### config.mk
export PLATFORM = sky130hd
export DESIGN_NAME = receptor_referencia
export DESIGN_NICKNAME = d
export VERILOG_FILES = /design/src/rtl/receptor_referencia.sv
export SDC_FILE = /design/constraint.sdc
export NUM_CORES = 1
export LEC_CHECK = 0
export ABC_AREA = 1
export CORE_MARGIN = 1
export CORE_UTILIZATION = 60
export CTS_CLUSTER_SIZE = 28
export DETAILED_ROUTE_END_ITERATION = 10
export PLACE_DENSITY = 0.87
export SLEW_MARGIN = 40
export SYNTH_ARGS = -nofsm -noshare
export SYNTH_HDL_FRONTEND = slang
export SYNTH_SLANG_ARGS = --single-unit
### constraint.sdc
create_clock -name clk -period 3.7 [get_ports clk]
set_input_delay 0.555 -clock clk [delete_from_list [all_inputs] [get_ports clk]]
set_output_delay 0.555 -clock clk [all_outputs]
set_load 0.02 [all_outputs]
### src/rtl/receptor_referencia.sv
// 8N1 serial receiver feeding a reference register: 16x oversampling, mid-bit
// sampling, one-cycle load strobe on a good frame and error strobe on a bad stop bit.
module receptor_referencia #(
    parameter int CLK_HZ = 50_000_000,
    parameter int BAUD   = 9600
) (
    input  logic       clk,
    input  logic       rst,
    input  logic       rx,
    output logic [7:0] dato,
    output logic       enviar,
    output logic       error_trama,
    output logic       ocupado
);

    localparam int DIV = CLK_HZ / (BAUD * 16);
    localparam int DW  = (DIV > 1) ? $clog2(DIV) : 1;
    localparam logic [DW-1:0] DIV_MAX = DW'(DIV - 1);

    typedef enum logic [2:0] {
        IDLE   = 3'd0,
        START  = 3'd1,
        DATA   = 3'd2,
        STOP   = 3'd3,
        ESPERA = 3'd4
    } estado_t;

    estado_t       estado;
    logic          rx_m, rx_s;
    logic [DW-1:0] div_cnt;
    logic          tick;
    logic [3:0]    tick_cnt;
    logic [2:0]    bit_idx;
    logic [7:0]    shreg;

    // Line idles high, so the synchronizer resets to 1 to avoid a false start.
    always_ff @(posedge clk or posedge rst) begin
        if (rst) begin
            rx_m <= 1'b1;
            rx_s <= 1'b1;
        end else begin
            rx_m <= rx;
            rx_s <= rx_m;
        end
    end

    always_ff @(posedge clk or posedge rst) begin
        if (rst)
            div_cnt <= '0;
        else if (div_cnt == DIV_MAX)
            div_cnt <= '0;
        else
            div_cnt <= div_cnt + 1'b1;
    end

    assign tick = (div_cnt == DIV_MAX);

    always_ff @(posedge clk or posedge rst) begin
        if (rst) begin
            estado      <= IDLE;
            tick_cnt    <= 4'd0;
            bit_idx     <= 3'd0;
            shreg       <= 8'h00;
            dato        <= 8'h00;
            enviar      <= 1'b0;
            error_trama <= 1'b0;
        end else begin
            enviar      <= 1'b0;
            error_trama <= 1'b0;
            case (estado)
                IDLE: begin
                    tick_cnt <= 4'd0;
                    bit_idx  <= 3'd0;
                    if (!rx_s)
                        estado <= START;
                end
                // Eight ticks in is the middle of the start bit; a high line there is a glitch.
                START: begin
                    if (tick) begin
                        if (tick_cnt == 4'd7) begin
                            tick_cnt <= 4'd0;
                            estado   <= rx_s ? IDLE : DATA;
                        end else begin
                            tick_cnt <= tick_cnt + 4'd1;
                        end
                    end
                end
                DATA: begin
                    if (tick) begin
                        tick_cnt <= tick_cnt + 4'd1;
                        if (tick_cnt == 4'd15) begin
                            shreg[bit_idx] <= rx_s;
                            bit_idx        <= bit_idx + 3'd1;
                            if (bit_idx == 3'd7)
                                estado <= STOP;
                        end
                    end
                end
                STOP: begin
                    if (tick) begin
                        tick_cnt <= tick_cnt + 4'd1;
                        if (tick_cnt == 4'd15) begin
                            if (rx_s) begin
                                dato   <= shreg;
                                enviar <= 1'b1;
                                estado <= IDLE;
                            end else begin
                                error_trama <= 1'b1;
                                estado      <= ESPERA;
                            end
                        end
                    end
                end
                // After a bad stop bit the line must return high before the next frame.
                ESPERA: begin
                    if (rx_s)
                        estado <= IDLE;
                end
                default: estado <= IDLE;
            endcase
        end
    end

    assign ocupado = (estado != IDLE);

endmodule

### Yosys cells after proc, flatten, opt, wreduce, memory -nomap -nowiden

Index checks and enable logic that the tools add are counted.

| word-level totals | value |
|---|---|
| output and inout port bits | 11 |
| memories | 0 |
| input port bits | 3 |
| register bits | 39 |
| bits in writable memories | 0 |
| ROM bits | 0 |
| word-level logic and storage cells | 75 |
| latch bits | 0 |

| operators by class | value |
|---|---|
| multipliers | 0 |
| shift operators | 0 |
| bitwise operators | 0 |
| eq/ne operators | 18 |
| reduce and logical (&&, ||, !) cells | 11 |
| add/subtract/negate cells | 3 |
| $lt $le $gt $ge | 2 |
| mux-type cells | 31 |
| divide/modulo/power cells | 0 |

Operators with widths:

| cell | count |
|---|---|
| two-way mux 3 bit | 12 |
| != test 2 bit, second input constant | 9 |
| one-hot mux 3 bit (5 select lines) | 1 |
| two-way mux 4 bit | 3 |
| one-hot mux 4 bit (3 select lines) | 1 |
| adder 9 x 1 -> 9 bit, second input constant | 1 |
| == test 9 bit, second input constant | 1 |
| two-way mux 1 bit | 9 |
| two-way mux 9 bit | 1 |
| AND reduction 3 bit | 3 |
| AND reduction 9 bit | 1 |
| bitwise mux 8 bit | 1 |
| == test 3 x 2 -> 1 bit, second input constant | 2 |
| == test 3 bit, second input constant | 2 |
| one-hot mux 3 bit (2 select lines) | 1 |
| nonzero test 3 bit | 2 |
| adder 4 x 1 -> 4 bit, second input constant | 1 |
| == test 4 x 3 -> 1 bit, second input constant | 1 |
| == test 4 bit, second input constant | 1 |
| < comparator 3 x 4 -> 1 bit, second input constant | 1 |
| AND reduction 4 bit | 1 |
| adder 3 x 1 -> 3 bit, second input constant | 1 |
| demux 1 bit (select 3 bit) | 1 |
| == test 3 x 1 -> 1 bit, second input constant | 1 |
| other kinds (7) | 7 |

### Longest topological paths before layout

| logic depth | value |
|---|---|
| depth in word-level cells | 5 |
| depth in mapped cells | 10 |
| mapped depth without buffers | 10 |

### Worst setup path before layout

Ideal clock, no wire load.

| timing | value |
|---|---|
| path kind | register to register |
| start | register div_cnt[0] |
| end | register shreg[0] |
| arrival | 1338 ps |
| stages on the path, launching flop included | 10 |
| path slack | 2296 ps |
| clock period less this slack | 1404 ps |
| cell sequence | dfrtp_1 > inv_1 > ha_1 > nand2_2 > nor3_4 > nand2_4 > nor2_8 > buf_8 > nand4_1 > nand2_1 |

| between the ends | value |
|---|---|
| word-level cells in the longest chain between the ends | 2 |

Ends and longest elaborated chain:

| item | RTL line | source |
|---|---|---|
| from (decl) | 30 | `logic [DW-1:0] div_cnt;` |
| from (signal assigned) | 53 | `div_cnt <= div_cnt + 1'b1;` |
| == test 9 bit | 56 | `assign tick = (div_cnt == DIV_MAX);` |
| AND reduction 3 bit (no source line) | - |  |
| to (signal, indexed assignment) | 92 | `shreg[bit_idx] <= rx_s;` |
| to (decl) | 34 | `logic [7:0] shreg;` |

No other way between the ends.
A chain may end at the register's enable or synchronous reset.

### Final worst setup path

| timing | value |
|---|---|
| start | register estado[2] |
| end | output port ocupado |

| between the ends | value |
|---|---|
| word-level cells in the longest chain between the ends | 1 |

Ends and longest elaborated chain:

| item | RTL line | source |
|---|---|---|
| from (decl) | 28 | `estado_t estado;` |
| from (signal assigned) | 82 | `estado <= rx_s ? IDLE : DATA;` |
| nonzero test 3 bit | 124 | `assign ocupado = (estado != IDLE);` |
| to (decl) | 13 | `output logic ocupado` |

No other way between the ends.

==> impl_metrics.tcl <==
set metrics [dict create \
    synth_edf_count 0 \
    core_area_sq_um 3100 \
    clk_pin_slew_worst_paths_ns 0.12 \
    crit_buf_inv 1 \
    path_depth 3 \
    pin_count 14 \
    grt_pass1_wl_um 6110 \
    wl_um 3550 \
    yosysTopAreaCellShare_pct 46.3 \
    avgSynthCellArea_sq_um 8.02 \
    p_per_area_nw_per_um2 296 \
    port_buffers 13 \
    fin_crit_sh_pct 61.3 \
    floorplan.initialDensity_pct 64.4 \
    syn-cell-area_sq_um 2000 \
    drt_pass1_iterations 4 \
    worstHoldPathType "reg -> reg" \
    slew_headroom_pct 68.4 \
    antenna_cells 0 \
    async_flop_share_pct 100 \
    cts-hold-fix-buffers 0 \
    cap_viol_max_count 0 \
    grt_pass1_vias 1447 \
    synth.yosys.seq_area_share_pct 49.0 \
    worst_r2r_endpoint "dato[7]" \
    ys_types 26 \
    cp_slowest_stage_delay_ns 0.55 \
    synth.ff_latch_count 39 \
    drt_iter0_drc 134 \
    finalPower_w 0.000658 \
    drc 0 \
    place_congestion 0.862 \
    worst_hold_slack_ns 0.364 \
    dp_hpwl_um 2520 \
    rr_worst_depth 10 \
    synthFlopType "dfrtp_1" \
    num_vias 1630 \
    die_h_um 59.7 \
    cts_tree "done" \
    worstPathRequired_ns 3.14 \
    slowest_stage "clkdlybuf4s50_1" \
    fmax_mhz 441 \
    tns_ns 0 \
    holdPathStages 0 \
    cp_max_fo 6 \
    critical_path_class "reg -> out" \
    drive_gt1_share_pct 8.96 \
    endpoint "ocupado" \
    yosys_warnings 0 \
    status "finished clean" \
    cp_top_family "buffers and inverters" \
    final_antenna_net_count 0 \
    ctsResizeCount 0 \
    skew_ns 0.00419 \
    layout.nets 275 \
    fp-row-count 20 \
    synthesis.nets 257 \
    worst_setup_path_end_kind "primary output" \
    r2r_setup_slack_ns 1.98 \
    crit_start "estado[2]" \
    grt_max_degree 40 \
    ff_latch_area_sq_um 978 \
    filler_cell_count 250 \
    period_minus_slack_ns 2.27 \
    final_cell_mix "85 x nand2_1, 37 x dfrtp_1, 31 x inv_1" \
    start_kind "register" \
    numCtsBuffers 5 \
    antenna_found_initial 0 \
    clock_path_buffers 2 \
    areaGrowthSynthToFinish_pct 11.1 \
    chipWidth_um 59.7 \
    clkLatencyLatePin_ns 0.35 \
    yosys.area.top_type "dfrtp_1" \
    grt-ovfl-total 0 \
    cts_sinks 39 \
    rsz0062_at_grt "no" \
    cts_setup_buffers 0 \
    layout_commonest_cell "nand2_1" \
    die-area_sq_um 3570 \
    setup_viol 0 \
    p_leak_nw 1.19 \
    drv_slew 0 \
    peakVddDrop_v 0.000230 \
    hold_viol_final 0 \
    multi_input_area_sq_um 862 \
    grt_use_total_pct 23.4 \
    tightest_slew_ns 0.474 \
    crit_chain "nor2_1 > nand2_1 > clkdlybuf4s50_1" \
    cts_htree_levels 2 \
    wire_per_inst_um 11.4 \
    routed_via_density 5.22 \
    arrival_ns 1.71 \
    synthCells 249 \
    r2r_start "div_cnt[0]" \
    root_buffer "clkbuf_4" \
    yosys-top-cells-area "dfrtp_1 46%, nand2_1 16%, inv_1 5.8%, nand3_1 5.5%, nand4_1 4.1%" \
]
==> registers in the layout, indices dropped and copies added, names as in the netlist <==
signal / count
dato: 8
enviar: 1
rx_m: 1
bit_idx: 3
div_cnt: 9
shreg: 8
rx_s: 1
tick_cnt: 4
estado: 3
error_trama: 1
==> how the worst min path moves through the flow <==
| stage | from | to |
|---|---|---|
| 2_1_floorplan | rx_m | rx_s |
| 3_3_place_gp | rx_m | rx_s |
| 3_5_place_dp | rx_m | rx_s |
| 4_1_cts | rx_m | rx_s |
| 5_1_grt | rx_m | rx_s |
| 6_report | rx_m | rx_s |
==> cell type report <==
type	count	share of cell area (%)
Sequential cell	39	44.1
Multi-Input combinational cell	173	38.8
Timing Repair Buffer	14	6.20
Inverter	34	5.98
Tap cell	44	2.48
Clock buffer	6	1.86
Clock inverter	2	0.564
==> synth_stat cells, drive strengths merged, types with 2 or more instances <==
cell type  instances
a21oi              4
buf                3
dfrtp             37
dfstp              2
ha                 5
inv               33
nand2             89
nand3             23
nand4             13
nor2              22
nor3               4
o21ai              8
xor2               2
==> layer usage <==
layer / global-route usage [%] / up-vias / wire length, um
li1: - / 828 / -
met1: 30.3 / 746 / 1670
met2: 37.0 / 47 / 1640
met3: 4.55 / 9 / 166
met4: 12.6 / 0 / 74
met5: 0 / - / 0
==> logic make-up (layout without fill, tap and decap cells) <==
| group | Yosys count | count (layout) | share of synthesized area (%) |
|---|---|---|---|
| buffers and inverters | 37 | 56 | 7.89 |
| AND/OR/NAND/NOR | 153 | 153 | 35.7 |
| flip-flops | 39 | 39 | 49.0 |
| adder cells (fa/ha/maj) | 5 | 5 | 3.13 |
| XOR/XNOR | 3 | 3 | 1.32 |
| AO/OA/AOI/OAI | 12 | 12 | 3.01 |
==> through the flow <==
step / util (%) / cells / cell area (sq um) / setup slack (ns)
finish: 71.5 / 312 / 2220 / 1.43
global route: 71.5 / 312 / 2220 / 1.26
CTS: 71.5 / 312 / 2220 / 1.42
detailed placement: 69.8 / 304 / 2170 / 1.82
global placement: 69.8 / 304 / 2170 / 1.87
floorplan: - / 249 / 2000 / 2.26
==> where the power goes <==
part           internal, W  total [W]  leakage, nW  switching, W
Sequential        0.000428   0.000431        0.518    0.00000246
Clock            0.0000733   0.000216       0.0282      0.000143
Combinational   0.00000286  0.0000112        0.646    0.00000835
(Power assumes the default switching activity.)
